## src/rtl/reg_file_2r1w.sv

```systemverilog
// reg_file_2r1w: parametrised 2-read/1-write register array.
// Synchronous writes, registered reads with write-to-read bypass, and a
// clear sequencer that zeroes one entry per cycle.
// Optional build macro: REGFILE_R0_ZERO_EN -- entry 0 hardwired to zero.
//
// state | meaning
// ------+------------------------------------------------------------
// IDLE  | normal operation, writes accepted, clearStart honoured
// CLEAR | zeroing entry[clr_cnt] each cycle, writes and clearStart dropped

module reg_file_2r1w #(
    parameter int BITS_DATA = 32,
    parameter int BITS_ADDR = 3
) (
    input  logic                 clk,
    input  logic                 resetN,
    input  logic                 writeEnable,
    input  logic [BITS_ADDR-1:0] dirrInput,
    input  logic [BITS_DATA-1:0] inputData,
    input  logic [BITS_ADDR-1:0] dirrOutput1,
    input  logic [BITS_ADDR-1:0] dirrOutput2,
    output logic [BITS_DATA-1:0] outputData1,
    output logic [BITS_DATA-1:0] outputData2,
    input  logic                 clearStart,
    output logic                 busy
);

    localparam int DEPTH = 2 ** BITS_ADDR;
    localparam logic [BITS_ADDR-1:0] LAST_ADDR = BITS_ADDR'(DEPTH - 1);

    typedef enum logic {
        IDLE  = 1'b0,
        CLEAR = 1'b1
    } state_t;

    state_t               state, state_nxt;
    logic [BITS_ADDR-1:0] clr_cnt, clr_cnt_nxt;

    logic                 wr_en;
    logic                 wr_en_eff;
    logic [BITS_ADDR-1:0] wr_addr;
    logic [BITS_DATA-1:0] wr_data;

    logic [BITS_DATA-1:0] regs [DEPTH];

    // State and clear counter registers.
    always_ff @(posedge clk or negedge resetN) begin
        if (!resetN) begin
            state   <= IDLE;
            clr_cnt <= '0;
        end else begin
            state   <= state_nxt;
            clr_cnt <= clr_cnt_nxt;
        end
    end

    // Next state and write-port selection: clear sequencer owns the write
    // port while running; a clearStart in IDLE discards that cycle's write.
    always_comb begin
        state_nxt   = state;
        clr_cnt_nxt = clr_cnt;
        wr_en       = 1'b0;
        wr_addr     = dirrInput;
        wr_data     = inputData;
        case (state)
            IDLE: begin
                if (clearStart) begin
                    state_nxt   = CLEAR;
                    clr_cnt_nxt = '0;
                end else begin
                    wr_en = writeEnable;
                end
            end
            CLEAR: begin
                wr_en       = 1'b1;
                wr_addr     = clr_cnt;
                wr_data     = '0;
                clr_cnt_nxt = clr_cnt + BITS_ADDR'(1);
                if (clr_cnt == LAST_ADDR) begin
                    state_nxt = IDLE;
                end
            end
            default: begin
                state_nxt   = IDLE;
                clr_cnt_nxt = '0;
            end
        endcase
    end

`ifdef REGFILE_R0_ZERO_EN
    // Entry 0 never takes a write, so it stays at its reset value of zero
    // and gating here also suppresses forwarding of writes to address 0.
    assign wr_en_eff = wr_en && (wr_addr != '0);
`else
    assign wr_en_eff = wr_en;
`endif

    assign busy = (state == CLEAR);

    // Register array: cleared on reset, one synchronous write per cycle.
    always_ff @(posedge clk or negedge resetN) begin
        if (!resetN) begin
            for (int i = 0; i < DEPTH; i++) begin
                regs[i] <= '0;
            end
        end else if (wr_en_eff) begin
            regs[wr_addr] <= wr_data;
        end
    end

    // Registered read ports with same-edge write forwarding.
    always_ff @(posedge clk or negedge resetN) begin
        if (!resetN) begin
            outputData1 <= '0;
            outputData2 <= '0;
        end else begin
            outputData1 <= (wr_en_eff && (wr_addr == dirrOutput1)) ? wr_data : regs[dirrOutput1];
            outputData2 <= (wr_en_eff && (wr_addr == dirrOutput2)) ? wr_data : regs[dirrOutput2];
        end
    end

endmodule
```

## config.mk

```make
export PLATFORM = sky130hd
export DESIGN_NAME = reg_file_2r1w
export DESIGN_NICKNAME = d
export VERILOG_FILES = /design/src/rtl/reg_file_2r1w.sv
export SDC_FILE = /design/constraint.sdc
export NUM_CORES = 1
export LEC_CHECK = 0
export ABC_AREA = 1
export BUFFER_PORTS_ARGS = -buffer_cell sky130_fd_sc_hd__buf_4
export CAP_MARGIN = 15
export CORE_UTILIZATION = 47
export CTS_BUF_LIST = sky130_fd_sc_hd__clkbuf_8 sky130_fd_sc_hd__clkbuf_16
export CTS_CLUSTER_DIAMETER = 60
export DETAILED_ROUTE_END_ITERATION = 6
export PLACE_DENSITY = 0.67
export SLEW_MARGIN = 40
export SYNTH_ARGS = -nofsm -noshare
export SYNTH_HDL_FRONTEND = slang
export SYNTH_SLANG_ARGS = --single-unit
```

## constraint.sdc

```tcl
create_clock -name clk -period 2.15 [get_ports clk]
set_input_delay 0.43 -clock clk [delete_from_list [all_inputs] [get_ports clk]]
set_output_delay 0.43 -clock clk [all_outputs]
set_load 0.005 [all_outputs]
```

* After elaboration in Yosys (flattened, before gate mapping) *
Index checks and enable logic that the tools add are counted.

storage, ports and cells
  register bits = 324
  memories kept = 0
  bits in latches = 0
  input bits = 45
  logic and storage cells = 48
  bits in writable memories = 0
  bits in read-only memories = 0
  output and inout bits = 65

operators by class
  div/mod/pow operators = 0
  reductions and logical operators = 3
  bitwise gates (word level) = 4
  muxes and demuxes = 20
  magnitude comparators = 4
  shift operators = 0
  multipliers = 0
  add/subtract/negate cells = 1
  equal/unequal tests = 4

operator list
  cell                                                        count
  bitwise mux 256 bit                                         1
  two-way mux 32 bit                                          8
  binary-select mux 32 bit (select 3 bit)                     2
  demux 32 bit (select 3 bit)                                 1
  greater-or-equal comparator 4 bit, second input constant    3
  NOT 3 -> 4 bit                                              3
  equality test 3 bit                                         2
  two-way mux 3 bit                                           2
  case mux 3 bit (2 select lines)                             1
  less-than comparator 4 x 1 -> 1 bit, second input constant  1
  case mux 1 bit (2 select lines)                             2
  adder 3 x 1 -> 3 bit, second input constant                 1
  equality test 3 bit, second input constant                  1
  logical AND 1 bit                                           3
  two-way mux 1 bit                                           3
  != test 2 bit, second input constant                        1
  NOT 1 bit                                                   1

* Depth between registers and ports, before layout *
Gate-level depths: netlist (run 1).

  depth in word-level cells = 7
  mapped depth = 11
  depth with buffers taken out = 9

* Worst setup path after synthesis (run 1) *
Ideal clock, no wire load.

  path type = reg2reg
  start = register state, in the netlist busy
  end = register regs[245] in the netlist's numbering
  slack = 545 ps
  setup time = 129 ps
  period minus slack after synthesis = 1605 ps
  data arrival time = 1476 ps
  path buffers = 3
  data required time = 2021 ps
  stages on the path, launching flop included = 12
  path through = dfrtp_1 > buf_6 > inv_2 > buf_6 > nand2_2 > nand2_4 > inv_2 > nor2_2 > nand2_4 > buf_2 > nand2_1 > o21ai_1

on the way
  word-level cells in the longest chain between the ends = 7
  elaborated cells on any way between the ends = 11
  those cells by class = order compare (2); mux (6); bitwise (2); reduce/logical (1)

ends and longest elaborated chain
  what                                                                                                            RTL line  RTL
  start: declaration                                                                                              36        state_t state, state_nxt;
  start signal: assignment                                                                                        52        state <= state_nxt;
  two-way mux 3 bit                                                                                               65        case (state)
  NOT 3 -> 4 bit (implied by the code)                                                                            107       regs[wr_addr] <= wr_data;
  greater-or-equal comparator 4 bit (implied by the code) or less-than comparator 4 x 1 -> 1 bit (tied branches)  107
  logical AND 1 bit (implied by the code)                                                                         107
  two-way mux 32 bit (implied by the code)                                                                        107
  demux 32 bit (select 3 bit)                                                                                     107
  bitwise mux 256 bit                                                                                             107
  end signal: indexed assignment                                                                                  107
  end: declaration                                                                                                44        logic [BITS_DATA-1:0] regs [DEPTH];

Parallel ways exist; a longest one is shown, timed or not.
A chain may end at the register's enable or synchronous reset.

* Final worst setup path (run 1) *
  start = register state, in the netlist busy
  end = register regs[118] in the netlist's numbering

Same word-level chain as after synthesis.

==> metrics.md, run 1 <==
| Metric | Value |
|---|---|
| Static Leak | `11.5 nW` |
| Slew Viols, Final | `0` |
| Via count | `17.5k` |
| Std cell rows | `71` |
| Synth-to-layout area growth | `13.7%` |
| Outcome | `completed` |
| Slew @ Worst Pin | `0.752 ns` |
| Area share of and/or/nand/nor cells after synthesis | `36.4%` |
| Detailed-routing iteration count for the pre-antenna-repair pass | `6` |
| Max-Cap Viols | `0` |
| Endpoint arrival time on the critical path | `2.29 ns` |
| Number of global-route vias before repair | `~17k` |
| Cell area reported after detailed placement | `19,400 um^2` |
| Clock tree from TritonCTS | `done` |
| Source-to-sink clock delay at the later pin of the worst-skew pair | `roughly 0.56 ns` |
| Power density cells | `1370 nW/um^2` |
| Classification of the worst-slack hold path | `primary input to register` |
| Share of cells above drive strength 1 | `9.48%` |
| Data required time of the worst path | `2.58 ns` |
| Time the final worst path needs with I/O delays and setup | `~1.9 ns` |
| Clock sinks | `324` |
| Maximum buffer depth of the clock tree | `3` |
| Quantity of I/O buffers inserted on ports | `about 110` |
| Fin Clk Skew | `about 0.011 ns` |
| Xor/xnor share of the synthesized area | `0%` |
| Final Net Count | `2,771` |
| Cell at the root of the clock tree | `clkbuf_16` |
| Most common cell after layout, fill and taps aside | `nand2_1` |
| Global route total overflow | `0` |
| Maximum fanout along the worst path | `32` |
| Top library cells by usage in the layout, fill and taps aside | `nand2_1 (1,271), nand3_1 (328), dfrtp_1 (324), inv_1 (306), o21ai_1 (254)` |
| Unique cell type count in the Yosys netlist | `20` |
| Register Area | `slightly above 8000 um^2` |
| Setup slack of the critical path after layout | `0.297 ns` |
| Most frequently used flop master after synthesis | `dfrtp_1` |
| Warning count from the yosys run | `0` |
| Sequential share of the synthesized area | `44.5%` |
| Post-synth design cell area | `18,200 um^2` |
| Worst Setup End Kind | `register` |
| Post-synthesis net count | `2,730` |
| Mean instance size in the synthesized netlist | `6.79 um^2` |
| Sum of net half-perimeters after detailed placement | `32,600 um` |
| Final Wtd Congestion | `0.835` |
| Area contributors post-synth | `dfrtp_1 (44%), nand2_1 (26%), nand3_1 (9.0%), o21ai_1 (7.0%), inv_1 (6.2%)` |
| Area of combinational cells with multiple inputs | `7990 um^2` |
| Total core area | `37,900 um^2` |
| Number of inserted filler cells in the final layout | `approximately 3.6k` |
| Startpoint Class | `register` |
| Largest family of logic cells by synthesized area | `simple AND/OR/NAND/NOR gates` |
| DRC marker count from the first detailed-route iteration | `1,700` |
| Count of unresolved DRC violations after routing | `0` |
| Final design instance area without fill | `20,700 um^2` |
| First-pass GRT wire length | `90,800 um` |
| Multiplexer fraction of the synthesized cell area | `0%` |
| Fraction of the mapped netlist area in adder cells | `0.137%` |
| Post-route core utilization | `54.7%` |
| Routed wire per std cell | `17.5 um` |
| Worst setup slack before clock tree synthesis | `0.304 ns` |
| Maximum number of pins on one net before global-route repair | `between 100 and 150` |
| Number of placed I/O pins | `110` |
| Timing-limited maximum frequency | `0.540 GHz` |
| Final count of hold timing violations | `0` |
| Antenna Violating Nets Remaining | `0` |
| Clock-pin slew on the worst setup and hold paths | `0.05 ns` |
| DR vias/cell | `around 5.4` |
| Cell type with the highest aggregate area in the netlist | `dfrtp_1` |
| Post-synthesis compound-gate area fraction | `approximately 7.2%` |
| Final routed wirelength across all metal layers | `57,200 um` |
| Number of register bits inferred by synthesis | `324` |
| Post-route fraction of the period consumed by the critical path | `86.2%` |
| Area fraction of the dominant cell type after synthesis | `44.5%` |
| Final Setup Violations | `0` |
| Max rail drop VDD | `1220 uV` |
| Die Footprint | `approximately 40,000 um^2` |
| Share of synthesized registers carrying an async set or reset | `100%` |
| Number of antenna repair diodes | `0` |
| Global-route usage over all layers | `29.8%` |
| Worst max-slew margin expressed relative to the limit | `between 40 and 50%` |
| Classification of the worst setup path | `register to register` |
| Total power | `28.4 mW` |
| Initial antenna violation count | `0` |
| EDFF count, synth | `0` |
| Cells resized by post-CTS repair | `0` |
| Chip width | `199 um` |
| Total CTS buffers | `39` |
| Die height | `199 um` |
| Cell count after synthesis | `2,683` |
| H-tree Lvls | `2` |
| Setup repair after global routing missed its margin | `no` |
| Effective utilization at floorplan | `48.1%` |
| TNS Setup | `0 ns` |
[through the flow]
step / cells / hold slack (ns)
global route: 3264 / 0.143
global placement: 3193 / 0.388
floorplan: 2683 / 0.134
finish: 3264 / 0.147
CTS: 3264 / 0.123
detailed placement: 3193 / 0.389
[where the power goes]
| part | switching, mW | leakage [nW] | internal, mW |
|---|---|---|---|
| registers | 1.12 | 4.39 | 8.35 |
| logic | 8.21 | 6.37 | 3.72 |
| clock network | 2.67 | 0.705 | 4.28 |
| total | 12.0 | 11.5 | 16.4 |
[Yosys cell counts (3+ instances only)]
cell type / number
nor2_1: 3
buf_1: 26
nand3_1: 328
nand2_4: 11
inv_1: 299
buf_2: 37
nand2_2: 3
inv_2: 5
nand2_1: 1271
buf_6: 44
dfrtp_1: 324
nor2_2: 8
o21ai_1: 254
clkbuf_1: 61
[worst paths after layout]
kind                       slack (ns)              to        from  cells past startpoint
min reg2reg                      0.48        regs[86]    regs[86]                      2
max reg2reg                      0.30       regs[118]        busy                      9
max in group asynchronous        0.96         regs[0]      resetN                      3
min                              0.15      clr_cnt[2]  clearStart                      4
max                              0.30       regs[118]        busy                      9
min in group asynchronous        0.41  outputData2[8]      resetN                      2
[cell type report]
class	instances	share of cell area (%)
well taps	511	3.08
inverters	304	5.53
repair buffers	168	7.22
clock inverters	20	1.08
clock buffers	50	5.44
multi-input cells	1887	38.5
flip-flops and latches	324	39.1
[kinds of logic after synthesis]
logic type / after synthesis
compound gates: 260
buf+inv: 472
fa+ha+maj: 2
simple gates: 1625
flops: 324
[per-layer routing]
layer / GRT usage (%) / wire length (um) / up-vias
met1: 38.7 / 23500 / 8190
li1: - / - / 8339
met4: 12.9 / 2460 / 0
met2: 49.1 / 26400 / 805
met3: 4.63 / 4750 / 186
met5: 0 / 0 / -
[state kept, by name, summed over array words and instances (netlist names)]
register     count
regs           256
busy             1
outputData1     32
clr_cnt          3
outputData2     32
[critical path: stages (launching register included)]
cell	delay, ns
dfrtp_1	0.41
inv_2	0.17
nand2_1	0.13
nand2_2	0.14
inv_2	0.06
nor2_2	0.22
nand2_4	0.21
buf_12	0.23
nand2_1	0.08
o21ai_1	0.07
[repair_timing]
| item | 4_1_cts | 5_1_grt |
|---|---|---|
| buffers inserted | 0 | 0 |
| hold buffers | 1 | 0 |
| setup endpoints to repair | 0 | 0 |
| hold endpoints to repair | 41 | 0 |
(Power assumes the default switching activity.)
==> run 2: changes to the inputs <==
--- a/config.mk
+++ b/config.mk
@@ -8,8 +8,8 @@
 export ABC_AREA = 1
 export BUFFER_PORTS_ARGS = -buffer_cell sky130_fd_sc_hd__buf_4
 export CAP_MARGIN = 15
+export CORE_ASPECT_RATIO = 1.5
 export CORE_UTILIZATION = 47
-export CTS_BUF_LIST = sky130_fd_sc_hd__clkbuf_8 sky130_fd_sc_hd__clkbuf_16
 export CTS_CLUSTER_DIAMETER = 60
 export DETAILED_ROUTE_END_ITERATION = 6
 export PLACE_DENSITY = 0.67
==> run 2 against run 1 <==
Flip-flop and latch count is the same. Total power shrank 1.4%. Clock power shrank 11%. Global-route usage grew 0.51 points. Clock skew grew 0.0091 ns. Fmax shrank 7.1%. Core utilization shrank 0.64 points. Critical endpoint is now outputData1[17]. Clock-buffer cell count shrank 1. Hold slack gained 0.035 ns. Critical path depth grew 1.
==> metrics.md, run 2 (same netlist as run 1, synthesis figures left out) <==
| Metric | Value |
|---|---|
| Chip width | `163 um (was 199 um)` |
| Number of global-route vias before repair | `17.6k (was 16.9k)` |
| Register-to-register path setup slack | `0.15 ns (was 0.30 ns)` |
| DR vias/cell | `5.46 (was 5.37)` |
| Total CTS buffers | `35 (was 39)` |
| H-tree Lvls | `2 (unchanged)` |
| Effective utilization at floorplan | `47.6% (was 48.1%)` |
| Switching portion of total power | `42.9% (was 42.3%)` |
| Post-route fraction of the period consumed by the critical path | `92.8% (was 86.2%)` |
| Fraction of power consumed by sequential logic | `34.1% (was 33.4%)` |
| Final routed wirelength across all metal layers | `58,400 um (was 57,200 um)` |
| Slew @ Worst Pin | `0.646 ns (was 0.752 ns)` |
| Top reg by flops | `regs (unchanged)` |
| Endpoint arrival time on the critical path | `2.46 ns (was 2.29 ns)` |
| Most common cell after layout, fill and taps aside | `nand2_1 (unchanged)` |
| Global route total overflow | `0 (unchanged)` |
| Data required time of the worst path | `2.61 ns (was 2.58 ns)` |
| Clock tree from TritonCTS | `done (unchanged)` |
| Clock-pin slew on the worst setup and hold paths | `0.06 ns (was 0.05 ns)` |
| Antenna Violating Nets Remaining | `0 (unchanged)` |
| Max rail drop VDD | `1120 uV (was 1220 uV)` |
| Static Leak | `11.4 nW (was 11.5 nW)` |
| Register Area | `8110 um^2 (unchanged)` |
| Final-layout worst hold slack | `0.182 ns (was 0.147 ns)` |
| Count of buffer and inverter cells on the critical path | `2 (was 3)` |
| Final count of hold timing violations | `0 (unchanged)` |
| Worst reg2reg path startpoint | `busy (unchanged)` |
| Top library cells by usage in the layout, fill and taps aside | `nand2_1 (1,271), nand3_1 (328), dfrtp_1 (324), inv_1 (296), o21ai_1 (254) (was nand2_1 (1,271), nand3_1 (328), dfrtp_1 (324), inv_1 (306), o21ai_1 (254))` |
| Top cell by count, worst path | `nand2_1` |
| Total power | `28.0 mW (was 28.4 mW)` |
| Critical Path Slowest Stage Cell | `dfrtp_1 (unchanged)` |
| Share of cells above drive strength 1 | `9.37% (was 9.48%)` |
| Number of placed I/O pins | `110 (unchanged)` |
| Synth-to-layout area growth | `13.5% (was 13.7%)` |
| Final Wtd Congestion | `0.827 (was 0.835)` |
| Initial antenna violation count | `0 (unchanged)` |
| Maximum buffer depth of the clock tree | `3 (unchanged)` |
| Classification of the worst-slack hold path | `primary input to register (unchanged)` |
| Startpoint Class | `register (unchanged)` |
| Source-to-sink clock delay at the later pin of the worst-skew pair | `0.54 ns (was 0.56 ns)` |
| Gate power share | `43.7% (was 42.1%)` |
| Routed wire per std cell | `18.0 um (was 17.5 um)` |
| Launch instance of the worst min-delay path | `clearStart (unchanged)` |
| Setup repair after global routing missed its margin | `no (unchanged)` |
| Number of setup buffers added after CTS | `0 (unchanged)` |
| First-pass GRT wire length | `92,700 um (was 90,800 um)` |
| Worst Setup End Kind | `register (unchanged)` |
| Number of antenna repair diodes | `0 (unchanged)` |
| Final Net Count | `2,768 (was 2,771)` |
| Area of combinational cells with multiple inputs | `7990 um^2 (unchanged)` |
| NetSw | `12.0 mW (about the same)` |
| Timing-limited maximum frequency | `0.501 GHz (was 0.540 GHz)` |
| Maximum number of pins on one net before global-route repair | `87 (was 129)` |
| Classification of the worst setup path | `register to register (unchanged)` |
| DRC marker count from the first detailed-route iteration | `1,448 (was 1,700)` |
| Maximum fanout along the worst path | `24 (was 32)` |
| Total core area | `38,300 um^2 (was 37,900 um^2)` |
| Max-Cap Viols | `0 (unchanged)` |
| Launch point of the worst path | `busy (unchanged)` |
| Fin Clk Skew | `0.0204 ns (was 0.0113 ns)` |
| Cell at the root of the clock tree | `clkbuf_16 (unchanged)` |
| Critical-path cell list | `inv_2 -> nand2_1 -> nand2_2 -> nand2_1 -> nand2_1 -> nor2_4 -> nand2_1 -> buf_4 -> nand2_1 -> nand2_1 (was inv_2 -> nand2_1 -> nand2_2 -> inv_2 -> nor2_2 -> nand2_4 -> buf_12 -> nand2_1 -> o21ai_1)` |
| Final Setup Violations | `0 (unchanged)` |
| Flip-flop count of the largest register, all copies and words added | `256 (unchanged)` |
| Time the final worst path needs with I/O delays and setup | `2.00 ns (was 1.85 ns)` |
| Power density cells | `1350 nW/um^2 (was 1370 nW/um^2)` |
| Outcome | `completed (unchanged)` |
| Via count | `17.7k (was 17.5k)` |
| Clock share of power | `22.2% (was 24.5%)` |
| Quantity of I/O buffers inserted on ports | `109 (unchanged)` |
| Detailed-routing iteration count for the pre-antenna-repair pass | `7 (was 6)` |
| Clock sinks | `324 (unchanged)` |
| TNS Setup | `0 ns (unchanged)` |
| Std cell rows | `88 (was 71)` |
| Sum of net half-perimeters after detailed placement | `33,700 um (was 32,600 um)` |
| Int Pwr | `16.0 mW (was 16.4 mW)` |
| Worst path max stage delay | `0.50 ns (was 0.41 ns)` |
| Number of inserted filler cells in the final layout | `3,710 (was 3,633)` |
| Die Footprint | `39,600 um^2 (about the same)` |
| Regs by FF count | `regs: 256 flops, outputData1: 32 flops, outputData2: 32 flops (unchanged)` |
| Global-route usage over all layers | `30.3% (was 29.8%)` |
| Count of unresolved DRC violations after routing | `0 (unchanged)` |
| Die height | `243 um (was 199 um)` |
| Worst max-slew margin expressed relative to the limit | `56.9% (was 49.8%)` |
| Slew Viols, Final | `0 (unchanged)` |
| Crit path max-delay family | `simple AND/OR/NAND/NOR gates (unchanged)` |
run 2: cell types whose count changed in the layout (fill, tap and decap cells not counted), moves of 5 or more:
cell,change
buf_4,-11
buf_12,+12
clkbuf_1,+5
inv_1,-10
run 2: path summary, 6_finish.rpt:
| check | end | cells after the start |
|---|---|---|
| min in group asynchronous | regs[109] | 2 |
| worst max-delay path | outputData1[17] | 10 |
| worst max register to register | outputData1[17] | 10 |
| worst min-delay path | clr_cnt[2] | 4 |
| max in group asynchronous | regs[227] | 4 |
| worst min register to register | regs[86] | 2 |
run 2: layout make-up:
type                    count  share of cell area [%]
clock buffers              49                    4.98
clock inverters            11                   0.713
inverters                 304                    5.54
multi-input cells        1887                    38.6
flip-flops and latches    324                    39.2
well taps                 495                    2.99
repair buffers            169                    7.99
run 2: metal layers:
layer / GRT usage, % / wire length, um / share of wire (%) / up-vias
met5: 0 / 0 / 0 / -
met4: 18.6 / 3450 / 5.9 / 0
met3: 4.34 / 3980 / 6.8 / 239
met2: 51.4 / 28500 / 49 / 799
met1: 35.7 / 22500 / 39 / 8322
li1: - / - / - / 8331
run 2: worst reg2reg max path: stages (launching register included):
cell     delay (ns)
dfrtp_1        0.50
inv_2          0.22
nand2_1        0.13
nand2_2        0.15
nand2_1        0.07
nand2_1        0.10
nor2_4         0.05
nand2_1        0.08
buf_4          0.42
nand2_1        0.13
nand2_1        0.09
run 2: metrics by stage:
step           instances  setup slack (ns)  utilization (%)  cell area [um^2]
6_report            3239             0.154             54.0             20700
3_5_place_dp        3178             0.205             50.9             19500
5_1_grt             3239            0.0198             54.0             20700
2_1_floorplan       2683             0.545                -             18200
3_3_place_gp        3178             0.246             50.9             19500
4_1_cts             3239             0.185             54.0             20700
run 2: what timing repair did:
item,4_1_cts,5_1_grt
endpoints found under the hold margin,29,0
setup endpoints to repair,0,0
hold buffers,1,0
gates resized for setup,0,0
run 2: power by group through the flow:
| stage | registers, mW | clock network (mW) | logic, mW |
|---|---|---|---|
| 2_1_floorplan | 9.31 | 0 | 8.34 |
| 3_3_place_gp | 9.54 | 0 | 11.8 |
| 3_5_place_dp | 9.59 | 0 | 12.1 |
| 4_1_cts | 9.51 | 6.31 | 12.1 |
| 5_1_grt | 9.77 | 6.55 | 13.6 |
| 6_report | 9.54 | 6.21 | 12.2 |
